===== config.mk =====
export PLATFORM = sky130hd
export DESIGN_NAME = ncl_sync_operand_src_flat
export DESIGN_NICKNAME = d
export VERILOG_FILES = /design/src/rtl/ncl_sync_operand_src_if.sv /design/src/rtl/ncl_sync_operand_src.sv /design/src/flat_wrapper.sv
export SDC_FILE = /design/constraint.sdc
export NUM_CORES = 1
export LEC_CHECK = 0
export ABC_AREA = 0
export CAP_MARGIN = 30
export CORE_ASPECT_RATIO = 1.4
export CORE_UTILIZATION = 54
export CTS_BUF_LIST = sky130_fd_sc_hd__clkbuf_16
export DETAILED_ROUTE_END_ITERATION = 8
export PLACE_DENSITY = 0.84
export SETUP_SLACK_MARGIN = 0.4
export SYNTH_ARGS = -nofsm -noshare
export SYNTH_HDL_FRONTEND = slang
export SYNTH_SLANG_ARGS = --single-unit

===== constraint.sdc =====
create_clock -name clk -period 5.2 [get_ports clk]
set_input_delay 1.04 -clock clk [delete_from_list [all_inputs] [get_ports clk]]
set_output_delay 1.04 -clock clk [all_outputs]
set_load 0.01 [all_outputs]

===== src/rtl/ncl_sync_operand_src_if.sv =====
// ncl_sync_operand_src_if: operand handshake, dual-rail drive and completion feedback bundle
interface ncl_sync_operand_src_if #(
    parameter int WIDTH = 4
);
    logic               in_valid;
    logic               in_ready;
    logic [WIDTH-1:0]   in_a;
    logic [WIDTH-1:0]   in_b;
    logic               in_cin;
    logic [2*WIDTH-1:0] A;
    logic [2*WIDTH-1:0] B;
    logic [1:0]         carryin;
    logic [WIDTH-1:0]   ACOMP;
    logic [WIDTH-1:0]   BCOMP;
    logic               carryinCOMP;
    modport master (
        output in_valid, in_a, in_b, in_cin, ACOMP, BCOMP, carryinCOMP,
        input  in_ready, A, B, carryin
    );
    modport slave (
        input  in_valid, in_a, in_b, in_cin, ACOMP, BCOMP, carryinCOMP,
        output in_ready, A, B, carryin
    );
endinterface


===== src/rtl/ncl_sync_operand_src.sv =====
// ncl_sync_operand_src: clocked source injecting operand words as DATA/NULL wavefronts into an NCL adder chain
module ncl_sync_operand_src #(
    parameter int WIDTH       = 4,
    parameter int SYNC_STAGES = 2,
    parameter int TIMEOUT     = 255
) (
    input  logic                  clk,
    input  logic                  init,
    ncl_sync_operand_src_if.slave io,
    output logic                  busy,
    output logic                  stall,
    output logic                  proto_err,
    output logic [15:0]           word_cnt
);
    localparam int CW  = 2 * WIDTH + 1;
    localparam int WDW = $clog2(TIMEOUT + 2);

    typedef enum logic [1:0] {IDLE, DATA, NUL} state_t;

    state_t                         r_state, w_next;
    logic [SYNC_STAGES-1:0][CW-1:0] r_sync;
    logic [CW-1:0]                  w_comp;
    logic                           w_all_hi, w_all_lo, w_accept, w_pe_now, r_pe_prev;
    logic [WDW-1:0]                 r_wd, w_wd_next;
    logic [2*WIDTH-1:0]             r_a, r_b, w_enc_a, w_enc_b;
    logic [1:0]                     r_cin;

    // value 1 drives rail pattern 01, value 0 drives 10
    for (genvar i = 0; i < WIDTH; i++) begin : g_enc
        assign w_enc_a[2*i +: 2] = {~io.in_a[i], io.in_a[i]};
        assign w_enc_b[2*i +: 2] = {~io.in_b[i], io.in_b[i]};
    end

    assign w_comp      = r_sync[SYNC_STAGES-1];
    assign w_all_hi    = &w_comp;
    assign w_all_lo    = ~|w_comp;
    assign io.in_ready = ~init & (r_state == IDLE) & w_all_lo;
    assign w_accept    = io.in_valid & io.in_ready;
    assign busy        = r_state != IDLE;
    assign w_pe_now    = (r_state == IDLE) & ~w_all_lo;
    assign io.A        = r_a;
    assign io.B        = r_b;
    assign io.carryin  = r_cin;

    // completion inputs are asynchronous to clk: shift through a flop chain
    always_ff @(posedge clk or posedge init) begin
        if (init) r_sync <= '0;
        else      r_sync <= {r_sync[SYNC_STAGES-2:0], {io.carryinCOMP, io.BCOMP, io.ACOMP}};
    end

    // next wavefront phase and watchdog count (cleared on any phase change)
    always_comb begin
        w_next    = r_state;
        w_wd_next = '0;
        if (r_state == IDLE && w_accept)     w_next = DATA;
        else if (r_state == DATA && w_all_hi) w_next = NUL;
        else if (r_state == NUL && w_all_lo)  w_next = IDLE;
        if (w_next == r_state && busy)
            w_wd_next = (r_wd == WDW'(TIMEOUT)) ? r_wd : r_wd + WDW'(1);
    end

    // phase register
    always_ff @(posedge clk or posedge init) begin
        if (init) r_state <= IDLE;
        else      r_state <= w_next;
    end

    // dual-rail output flops: load DATA on accept, return to NULL once the chain reports all-high
    always_ff @(posedge clk or posedge init) begin
        if (init) begin
            r_a   <= '0;
            r_b   <= '0;
            r_cin <= '0;
        end else if (w_accept) begin
            r_a   <= w_enc_a;
            r_b   <= w_enc_b;
            r_cin <= {~io.in_cin, io.in_cin};
        end else if (r_state == DATA && w_all_hi) begin
            r_a   <= '0;
            r_b   <= '0;
            r_cin <= '0;
        end
    end

    // watchdog, protocol-error flag and completed-word counter
    always_ff @(posedge clk or posedge init) begin
        if (init) begin
            r_wd      <= '0;
            r_pe_prev <= 1'b0;
            stall     <= 1'b0;
            proto_err <= 1'b0;
            word_cnt  <= '0;
        end else begin
            r_wd      <= w_wd_next;
            r_pe_prev <= w_pe_now;
            if (TIMEOUT > 0 && busy && w_wd_next == WDW'(TIMEOUT)) stall <= 1'b1;
            if (w_pe_now && r_pe_prev) proto_err <= 1'b1;
            if (r_state == NUL && w_all_lo) word_cnt <= word_cnt + 16'd1;
        end
    end
endmodule


===== src/flat_wrapper.sv =====
// flat-port wrapper written by rule: the top's interface ports become plain ports
module ncl_sync_operand_src_flat 
#(
    parameter int WIDTH       = 4,
    parameter int SYNC_STAGES = 2,
    parameter int TIMEOUT     = 255
)
  (clk, init, busy, stall, proto_err, word_cnt, io_in_valid, io_in_a, io_in_b, io_in_cin, io_ACOMP, io_BCOMP, io_carryinCOMP, io_in_ready, io_A, io_B, io_carryin);
  ncl_sync_operand_src_if #(.WIDTH(WIDTH)) io_i ();
  input  logic clk;
  input  logic init;
  output logic busy;
  output logic stall;
  output logic proto_err;
  output logic [15:0] word_cnt;
  input wire logic [$bits(io_i.in_valid)-1:0] io_in_valid;
  input wire logic [$bits(io_i.in_a)-1:0] io_in_a;
  input wire logic [$bits(io_i.in_b)-1:0] io_in_b;
  input wire logic [$bits(io_i.in_cin)-1:0] io_in_cin;
  input wire logic [$bits(io_i.ACOMP)-1:0] io_ACOMP;
  input wire logic [$bits(io_i.BCOMP)-1:0] io_BCOMP;
  input wire logic [$bits(io_i.carryinCOMP)-1:0] io_carryinCOMP;
  output wire logic [$bits(io_i.in_ready)-1:0] io_in_ready;
  output wire logic [$bits(io_i.A)-1:0] io_A;
  output wire logic [$bits(io_i.B)-1:0] io_B;
  output wire logic [$bits(io_i.carryin)-1:0] io_carryin;
  assign io_i.in_valid = io_in_valid;
  assign io_i.in_a = io_in_a;
  assign io_i.in_b = io_in_b;
  assign io_i.in_cin = io_in_cin;
  assign io_i.ACOMP = io_ACOMP;
  assign io_i.BCOMP = io_BCOMP;
  assign io_i.carryinCOMP = io_carryinCOMP;
  assign io_in_ready = io_i.in_ready;
  assign io_A = io_i.A;
  assign io_B = io_i.B;
  assign io_carryin = io_i.carryin;
  ncl_sync_operand_src #(.WIDTH(WIDTH), .SYNC_STAGES(SYNC_STAGES), .TIMEOUT(TIMEOUT)) u_core (.clk(clk), .init(init), .io(io_i), .busy(busy), .stall(stall), .proto_err(proto_err), .word_cnt(word_cnt));
endmodule

==> metrics.txt, run 1 <==
status=finished clean; CP dominant cell by count=clkdlybuf4s50_1; Fin Hold WS=roughly 0.35 ns; Slowest-stage cell, CP=clkdlybuf4s50_1; Root Buffer=clkbuf_16; Die H=between 80 and 90 µm; Layout Nets=~330; Multi-input gate area=1000 µm²; Post-DP HPWL=3600 µm; RePlAce Congestion=around 0.84; crit end category=output pin; RSZ-0062 raised after global routing=false; GRT Util Overall=22.6%; Cell Pwr Density=352 nW/µm²; clk sink count=66; worst rel slew slack=56.2%; post-cts gate resize count=0; drt pass-1 iters=4; Starting Density=a little under three fifths; Reg2Reg Depth=6; Synthesized Nets=between 200 and 300; Achievable Freq=304 MHz; vias in the first global route=a little under 2000; max-cap violations=0; synthesis-to-layout area growth=33.0%; area occupied by registers=1650 µm²; FFs w/ async S/R, synth=100%; Finished Core Util=between 70% and 80%; Worst Hold Path Cells=0; worst hold path class=reg -> reg; Yosys top cell by area=dfrtp_1; post-synth top area share=approximately three fifths; final setup vio count=0; #FFs+latches synth=66; io pins=approximately 60; top_reg_cell synth=dfrtp_1; Via density=5.36; Syn Inst Count=about 240; reg-to-reg critical path startpoint=u_core.r_wd[0]$_DFF_PP0_; Longest Clk Path Bufs=2; Max H-tree Level=3; Seq/Total Area, Yosys=about 61%; grt total ovfl=0; drt total wl=around 5300 µm; Mean Syn Cell Area=~11 µm²; Inserted Diodes=0; WP data required=4.16 ns; Slew Limit Fails=0; min Tclk post-route=about 3.3 ns; setup slack after placement=between 1.5 and 2 ns; Post CTS Setup Buffer Count=0; FILL cells=around 320; Worst R2R End=u_core.stall$_DFFE_PP0P_; post-route design area=between 3000 and 4000 µm²; Die W=a little over 60 µm; CP max FO=3; share of cells above drive strength 1=a little under a tenth; hold buffers post-CTS=0; fin crit share=63.3%; post-placement cell area=between 3000 and 4000 µm²; first-pass GRT wire length=roughly 8500 µm; CTS tree=built; post-DR wirelength/cell=about 14 µm; setup ws final=approximately 1.9 ns; r2r setup slk=3.25 ns; maximum vdd ir drop=0.000218 V; Fin. Hold Viols=0; Synth cell types=40; worst-path cell chain=clkdlybuf4s50_1, nor3_1, clkdlybuf4s50_1; Worst Tran Pin Value=0.655 ns; synthesized area=roughly 2700 µm²; via count=between 2000 and 2500; Critical Path AT=between 2 and 2.5 ns; IO Port Bufs=58; FP Rows=30; largest net degree at the start of global routing=35; clock slew at reported path FFs=0.05 ns; core box area=approximately 4800 µm²; Setup CP Type=in -> out; post-route ant nets=0; CP max stage delay=0.56 ns; DRC viols=0; hold_sp=u_core.r_sync[7]$_DFF_PP0_; skew final=between 0.003 and 0.004 ns; CTS buffer count=9; final setup TNS=0 ns; leakage=about 1.6 nW; Worst-Skew Late Latency=between 0.3 and 0.4 ns; Post-synth EDFFs=0; Synth Warn #=0; die area=approximately 5300 µm²; hold path endpoint=u_core.w_comp[7]$_DFF_PP0_; main area contributors after synthesis=dfrtp_1, nand3_1, nand2_1, xnor2_1, xor2_1; Iteration-0 DRC Markers=~150; initial antenna violation count=0; startpoint class of the critical path=input pin
[logic make-up (layout without fill, tap and decap cells)]
kind of cell	count (synthesis)	after routing	synth area share, %
buffers and inverters	13	80	2.26
xor gates and xnor gates	18	18	5.81
AOI/OAI and AO/OA	19	19	4.24
DFF	66	66	60.8
muxes	4	4	1.52
and+or+nand+nor	121	121	24.4
adders and majority gates	2	2	0.922
[synthesized netlist by cell type (2+ instances only)]
library cell,number
dfrtp_1,66
nand2_1,32
nand3_1,28
nor2_1,20
nor3_1,12
o21ai_0,12
xnor2_1,9
xor2_1,9
inv_1,5
and3_1,4
buf_2,4
nand4_1,4
clkbuf_1,3
mux2i_1,3
and2_1,2
ha_1,2
nand2b_1,2
nand4b_1,2
nor4_2,2
nor4_4,2
[routing by layer]
metal,GRT usage [%],part of all wire (%)
met1,24.4,39
met2,38.3,54
met3,4.98,3.6
met4,14.5,3.0
met5,0,0
[power breakdown]
part	total [W]	internal, W	switching [W]	leakage [nW]
Combinational	0.000140	0.0000662	0.0000736	0.646
Clock	0.000535	0.000320	0.000216	0.129
Sequential	0.000597	0.000550	0.0000469	0.864
Total	0.00127	0.000936	0.000336	1.64
[sequential cells by signal, indices dropped and copies added, names as in the netlist]
name and cells:
u_core.word_cnt 16, u_core.r_sync 9, u_core.r_wd 9, u_core.w_comp 9
u_core.io.A 8, u_core.io.B 8, u_core.io.carryin 2, u_core.r_state 2
u_core.proto_err 1, u_core.r_pe_prev 1, u_core.stall 1
[cell type report]
| class | count | share of cell area (%) |
|---|---|---|
| clock inverter | 7 | 1.28 |
| tap | 64 | 2.22 |
| timing repair buffer | 59 | 16.3 |
| sequential | 66 | 45.7 |
| inverter | 5 | 0.520 |
| multi-input combinational | 164 | 27.7 |
| clock buffer | 9 | 6.23 |
[cells in the final DEF (no fill, tap or decap), types with 2 or more instances in the layout]
cell	n
dfrtp_1	66
clkdlybuf4s50_1	58
nand2_1	32
nand3_1	28
nor2_1	20
nor3_1	12
o21ai_0	12
xor2_1	9
xnor2_1	9
clkbuf_16	9
and3_1	4
nand4_1	4
inv_1	4
mux2i_1	3
nor4_4	2
nand4b_1	2
nand2b_1	2
and2_1	2
nor4_2	2
ha_1	2
clkinvlp_4	2
clkinv_4	2
clkinv_2	2
[worst max path at each step]
stage / to / depth (start not counted) / from
floorplan: u_core.io.A[0]$_DFFE_PP0P_ / 1 / init
global placement: io_in_ready / 3 / init
detailed placement: io_in_ready / 3 / init
CTS: io_in_ready / 3 / init
global route: io_in_ready / 3 / init
finish: io_in_ready / 3 / init
[critical path: cells and delay by family]
kind | cells | cell delay, ns
buffers and inverters | 2 | 1.01
AND/OR/NAND/NOR | 1 | 0.20
[per-stage QoR]
step | power [W] | std cells
6_report | 0.00127 | 374
5_1_grt | 0.00133 | 374
4_1_cts | 0.00128 | 374
3_5_place_dp | 0.000745 | 358
3_3_place_gp | 0.000737 | 358
2_1_floorplan | 0.000699 | 243
No activity file was read; power rests on OpenSTA's default activity.
==> inputs of run 2 (changes only) <==
--- a/config.mk
+++ b/config.mk
@@ -8,10 +8,10 @@
 export ABC_AREA = 0
 export CAP_MARGIN = 30
 export CORE_ASPECT_RATIO = 1.4
-export CORE_UTILIZATION = 54
+export CORE_UTILIZATION = 45
 export CTS_BUF_LIST = sky130_fd_sc_hd__clkbuf_16
 export DETAILED_ROUTE_END_ITERATION = 8
-export PLACE_DENSITY = 0.84
+export PLACE_DENSITY = 0.75
 export SETUP_SLACK_MARGIN = 0.4
 export SYNTH_ARGS = -nofsm -noshare
 export SYNTH_HDL_FRONTEND = slang
==> constraint.sdc (replaced) <==
create_clock -name clk -period 2.8 [get_ports clk]
set_input_delay 0.56 -clock clk [delete_from_list [all_inputs] [get_ports clk]]
set_output_delay 0.56 -clock clk [all_outputs]
set_load 0.01 [all_outputs]
==> run 2 against run 1 <==
Count of clock-buffer cells in the layout stayed put. Non-clock buffer count is 1 higher. Combinational power is 90% higher. Final cell count is 1.9% higher. Utilization is 12 points lower. Sequential power is 86% higher. Flip-flop and latch count stayed put. Design area is 1.3% higher. Setup slack worse by 1.3 ns. Critical path type is now reg -> out. Largest cell class unchanged. Largest power group unchanged.
==> metrics.txt, run 2 (synthesis results as in run 1) <==
post-cts gate resize count=2 (was 0); first-pass GRT wire length=8650 µm (was 8470 µm); clk sink count=66 (unchanged); RePlAce Congestion=0.884 (was 0.841); min Tclk post-route=about 2.2 ns; grt total ovfl=0 (unchanged); Root Buffer=clkbuf_16 (unchanged); initial antenna violation count=0 (unchanged); Max H-tree Level=3 (unchanged); CP max stage delay=0.40 ns (was 0.56 ns); max-cap violations=0 (unchanged); Largest register FFs=16 (unchanged); startpoint class of the critical path=flop (was input pin); CTS buffer count=9 (unchanged); post-route ant nets=0 (unchanged); FILL cells=489 (was 322); IO Port Bufs=58 (unchanged); RSZ-0062 raised after global routing=false (unchanged); maximum vdd ir drop=0.000510 V (was 0.000218 V); Via density=5.22 (was 5.36); FP Rows=33 (was 30); Achievable Freq=around 450 MHz; Multi-input gate area=1010 µm² (was 1000 µm²); Post-DP HPWL=3610 µm (was 3600 µm); worst hold path class=reg -> reg (unchanged); skew final=0.00718 ns (was 0.00352 ns); synthesis-to-layout area growth=34.7% (was 33.0%); most frequent cells in the layout=dfrtp_1, clkdlybuf4s50_1, nand2_1 (unchanged); Inserted Diodes=0 (unchanged); Worst-Skew Late Latency=0.33 ns (was 0.32 ns); area occupied by registers=1650 µm² (unchanged); Critical Path AT=1.67 ns (was 2.25 ns); Setup CP Type=reg -> out (was in -> out); setup ws final=0.569 ns (was 1.91 ns); Longest Clk Path Bufs=2 (unchanged); DP Cell Count=365 (was 358); drt pass-1 iters=4 (unchanged); clock slew at reported path FFs=0.05 ns (about the same); largest net degree at the start of global routing=38 (was 35); worst-path cell chain=nor4_4, nand3_1, nor3_2, dlygate4sd2_1 (was clkdlybuf4s50_1, nor3_1, clkdlybuf4s50_1); share of cells above drive strength 1=9.32% (was 9.35%); fin crit share=around four fifths; Fin. Hold Viols=0 (unchanged); drt total wl=5190 µm (was 5300 µm); Biggest register=u_core.word_cnt (unchanged); status=finished clean (unchanged); Cell Pwr Density=664 nW/µm² (was 352 nW/µm²); total power draw=0.00243 W (was 0.00127 W); setup slack after placement=0.329 ns (was 1.90 ns); leakage=1.66 nW (was 1.64 nW); Die H=93.9 µm (was 85.9 µm); CP max FO=3 (unchanged); Layout Nets=329 (was 328); delay-heaviest family, CP=simple AND/OR/NAND/NOR gates (was buffers and inverters); core box area=5820 µm² (was 4840 µm²); Slew Limit Fails=0 (unchanged); Worst Tran Pin Value=0.627 ns (was 0.655 ns); crit end category=output pin (unchanged); Post CTS Setup Buffer Count=0 (unchanged); GRT Util Overall=19.1% (was 22.6%); io pins=59 (unchanged); DRC viols=0 (unchanged); vias in the first global route=1915 (was 1936); Die W=67.7 µm (was 61.9 µm); hold buffers post-CTS=0 (unchanged); die area=6350 µm² (was 5320 µm²); Slowest-stage cell, CP=dfrtp_1 (was clkdlybuf4s50_1); via count=1989 (was 2006); Starting Density=46.6% (was 56.1%); Iteration-0 DRC Markers=149 (was 151); fin cells=381 (was 374); post-DR wirelength/cell=13.6 µm (was 14.2 µm); final setup TNS=0 ns (unchanged); final setup vio count=0 (unchanged); worst rel slew slack=58.1% (was 56.2%); commonest non-fill, non-tap cell in the layout=dfrtp_1 (unchanged); CTS tree=built (unchanged); WP buf/inv=1 (was 2); WP data required=2.24 ns (was 4.16 ns)
==> run 2: changes by cell type in the layout (fill, tap and decap cells not counted), sizes merged <==
cell           before  now
clkinv              5    3
bufinv              0    1
clkdlybuf4s50      58   57
dlygate4sd2         0    1
inv                 5    6
buf                 1    2
==> run 2: routing by layer <==
| metal | global-route usage (%) | routed length [µm] |
|---|---|---|
| met5 | 0 | 0 |
| met4 | 9.22 | 133 |
| met3 | 6.19 | 261 |
| met2 | 31.3 | 2700 |
| met1 | 22.0 | 2100 |
==> run 2: final timing paths <==
kind | from | end | slack (ns) | cells past startpoint
worst min register to register | u_core.r_sync[2]$_DFF_PP0_ | u_core.w_comp[2]$_DFF_PP0_ | 0.34 | 0
min in group asynchronous | init | u_core.stall$_DFFE_PP0P_ | 0.66 | 2
worst max register to register | u_core.r_wd[0]$_DFF_PP0_ | u_core.stall$_DFFE_PP0P_ | 0.89 | 6
worst max-delay path | u_core.w_comp[5]$_DFF_PP0_ | io_in_ready | 0.57 | 4
max in group asynchronous | init | u_core.word_cnt[5]$_DFFE_PP0P_ | 1.59 | 3
worst min-delay path | u_core.r_sync[2]$_DFF_PP0_ | u_core.w_comp[2]$_DFF_PP0_ | 0.34 | 0
==> run 2: area by class of cell <==
class	instances	area share, %
clock buffer	9	6.16
inverter	5	0.513
sequential	66	45.1
timing repair buffer	60	16.6
tap	70	2.39
clock inverter	7	1.68
multi-input combinational	164	27.5
==> run 2: where the power goes <==
group / switching [W] / leakage [nW] / internal [W]
combinational: 0.000140 / 0.660 / 0.000127
sequential: 0.0000862 / 0.864 / 0.00102
clock: 0.000377 / 0.138 / 0.000676
total: 0.000603 / 1.66 / 0.00183
==> run 2: stage by stage <==
step           utilization, %  hold slack (ns)  instance area [µm²]
2_1_floorplan               -            0.331                 2720
3_3_place_gp             57.9            0.334                 3370
3_5_place_dp             57.9            0.335                 3370
4_1_cts                  62.8            0.342                 3660
5_1_grt                  62.8            0.349                 3660
6_report                 62.8            0.341                 3660
==> inputs of run 3 (changes only) <==
--- a/config.mk
+++ b/config.mk
@@ -8,10 +8,10 @@
 export ABC_AREA = 0
 export CAP_MARGIN = 30
 export CORE_ASPECT_RATIO = 1.4
-export CORE_UTILIZATION = 45
+export CORE_UTILIZATION = 50
 export CTS_BUF_LIST = sky130_fd_sc_hd__clkbuf_16
 export DETAILED_ROUTE_END_ITERATION = 8
-export PLACE_DENSITY = 0.75
+export PLACE_DENSITY = 0.79
 export SETUP_SLACK_MARGIN = 0.4
 export SYNTH_ARGS = -nofsm -noshare
 export SYNTH_HDL_FRONTEND = slang
==> constraint.sdc (replaced) <==
create_clock -name clk -period 2.3 [get_ports clk]
set_input_delay 0.46 -clock clk [delete_from_list [all_inputs] [get_ports clk]]
set_output_delay 0.46 -clock clk [all_outputs]
set_load 0.01 [all_outputs]
==> run 3 against run 2 <==
Highest routed layer unchanged. Register-to-register slack worse by 0.43 ns. Utilization up 8.2 points. Design area rose by 0.92%. Sequential share of layout area decreased by 0.41 points. Power is 22% higher. Die area fell by 9.8%. Clock power increased by 20%. Setup slack worse by 0.19 ns. Largest power group unchanged. Critical path type unchanged. Critical endpoint unchanged.
==> metrics.txt, run 3 (synthesis results as in run 1) <==
via count=1959 (was 1989); first-pass GRT wire length=8750 µm (was 8650 µm); commonest non-fill, non-tap cell in the layout=dfrtp_1 (unchanged); post-placement cell area=3390 µm² (was 3370 µm²); RePlAce Congestion=0.821 (was 0.884); Longest Clk Path Bufs=2 (unchanged); Logic pwr share=11.7% (was 11.0%); DRC viols=0 (unchanged); Sw Pwr=0.000736 W (was 0.000603 W); Worst R2R End=u_core.word_cnt[12]$_DFFE_PP0P_ (was u_core.stall$_DFFE_PP0P_); largest net degree at the start of global routing=67 (was 38); share of cells above drive strength 1=12.1% (was 9.32%); CTS tree=built (unchanged); r2r setup slk=0.46 ns (was 0.89 ns); fin crit share=83.4%; CTS buffer count=9 (unchanged); clk sink count=66 (unchanged); delay-heaviest family, CP=simple AND/OR/NAND/NOR gates (unchanged); Slew Limit Fails=0 (unchanged); CP max stage delay=0.40 ns (about the same); Iteration-0 DRC Markers=132 (was 149); post-route design area=3690 µm² (was 3660 µm²); drt total wl=5370 µm (was 5190 µm); Biggest register=u_core.word_cnt (unchanged); synthesis-to-layout area growth=36.0% (was 34.7%); Die W=64.3 µm (was 67.7 µm); RSZ-0062 raised after global routing=true (was false); Fin. Hold Viols=0 (unchanged); Starting Density=52.2% (was 46.6%); drt pass-1 iters=4 (unchanged); Clock power frac=42.5% (was 43.4%); vias in the first global route=1917 (was 1915); initial antenna violation count=0 (unchanged); maximum vdd ir drop=0.000419 V (was 0.000510 V); worst rel slew slack=70.2% (was 58.1%); Die H=89.2 µm (was 93.9 µm); most frequent cells in the layout=dfrtp_1, clkdlybuf4s50_1, nand2_1 (unchanged); Critical Path AT=1.46 ns (was 1.67 ns); Via density=5.17 (was 5.22); worst-path cell chain=nor4_4, nand3_2, nor3_2, buf_2 (was nor4_4, nand3_1, nor3_2, dlygate4sd2_1); IO Port Bufs=58 (unchanged); leakage=1.68 nW (was 1.66 nW); Reg power frac=45.8% (was 45.7%); Worst Tran Pin Value=0.445 ns (was 0.627 ns); FP Rows=31 (was 33); total power draw=0.00295 W (was 0.00243 W); max-cap violations=0 (unchanged); Largest register FFs=16 (unchanged); Post CTS Setup Buffer Count=0 (unchanged); final setup TNS=0 ns (unchanged); Slowest-stage cell, CP=dfrtp_1 (unchanged); internal power=0.00222 W (was 0.00183 W); Achievable Freq=about 520 MHz; grt total ovfl=0 (unchanged); Cell Pwr Density=800 nW/µm² (was 664 nW/µm²); CP max FO=3 (unchanged); hold buffers post-CTS=0 (unchanged); min Tclk post-route=between 1.5 and 2 ns; Layout Nets=332 (was 329); crit end category=output pin (unchanged); hold path endpoint=u_core.w_comp[3]$_DFF_PP0_ (was u_core.w_comp[2]$_DFF_PP0_); status=finished clean (unchanged); Setup CP Type=reg -> out (unchanged); Reg2Reg Depth=5 (was 6); GRT Util Overall=20.6% (was 19.1%); Sw Ratio=24.9% (was 24.8%); Finished Core Util=71.0% (was 62.8%); Max H-tree Level=3 (unchanged); WP data required=1.84 ns (was 2.24 ns); core box area=5200 µm² (was 5820 µm²); post-DR wirelength/cell=14.2 µm (was 13.6 µm); WP buf/inv=1 (unchanged); worst hold path class=reg -> reg (unchanged); startpoint class of the critical path=flop (unchanged); skew final=0.00606 ns (was 0.00718 ns); die area=5730 µm² (was 6350 µm²); Post-DP HPWL=3620 µm (was 3610 µm); Inserted Diodes=0 (unchanged); reg-to-reg critical path startpoint=u_core.w_comp[5]$_DFF_PP0_ (was u_core.r_wd[0]$_DFF_PP0_); Worst Hold Path Cells=0 (unchanged); final setup vio count=0 (unchanged); Fin Hold WS=0.345 ns (was 0.341 ns); Root Buffer=clkbuf_16 (unchanged); io pins=59 (unchanged); post-route ant nets=0 (unchanged); Worst-Skew Late Latency=0.32 ns (was 0.33 ns); hold_sp=u_core.r_sync[3]$_DFF_PP0_ (was u_core.r_sync[2]$_DFF_PP0_); Worst path depth=4 (unchanged); clock slew at reported path FFs=0.05 ns (about the same)
==> run 3: cell type report <==
class / count / area (µm²)
tap: 66 / 82.6
clock inverter: 6 / 50.0
timing repair buffer: 63 / 624
multi-input combinational: 164 / 1040
clock buffer: 9 / 225
sequential: 66 / 1650
fill: 401 / 1510
inverter: 5 / 22.5
==> run 3: through the flow <==
stage	cells	setup slack (ns)
2_1_floorplan	243	0.630
3_3_place_gp	364	0.216
3_5_place_dp	364	0.208
4_1_cts	379	0.207
5_1_grt	379	0.281
6_report	379	0.382
==> run 3: layer usage <==
metal | track usage, % | share of wire [%] | vias to the layer above
met1 | 24.8 | 41 | 943
met2 | 34.9 | 54 | 44
met5 | 0 | 0 | -
met4 | 10.3 | 2.0 | 0
li1 | - | - | 961
met3 | 4.72 | 3.6 | 11
==> run 3: how the worst max path moves through the flow <==
stage,endpoint,start,slack (ns)
final,io_in_ready,u_core.w_comp[5]$_DFF_PP0_,0.38
after global routing,io_in_ready,u_core.w_comp[5]$_DFF_PP0_,0.28
after CTS,io_in_ready,u_core.w_comp[6]$_DFF_PP0_,0.21
after detailed placement,io_in_ready,u_core.w_comp[5]$_DFF_PP0_,0.21
after global placement,io_in_ready,u_core.w_comp[5]$_DFF_PP0_,0.22
after floorplan,u_core.stall$_DFFE_PP0P_,u_core.r_wd[0]$_DFF_PP0_,0.63
==> run 3: power groups by stage <==
stage / registers (W) / clock network, W / logic [W]
6_report: 0.00135 / 0.00126 / 0.000345
5_1_grt: 0.00137 / 0.00132 / 0.000394
4_1_cts: 0.00135 / 0.00127 / 0.000327
3_5_place_dp: 0.00137 / 0 / 0.000325
3_3_place_gp: 0.00136 / 0 / 0.000319
2_1_floorplan: 0.00133 / 0 / 0.000250
==> run 3: timing repair <==
item / CTS / global route
cloned: 0 / 0
hold endpoints to repair: 0 / 0
pin swaps: 1 / 3
setup endpoints to repair: 2 / 24
resized for setup: 5 / 9
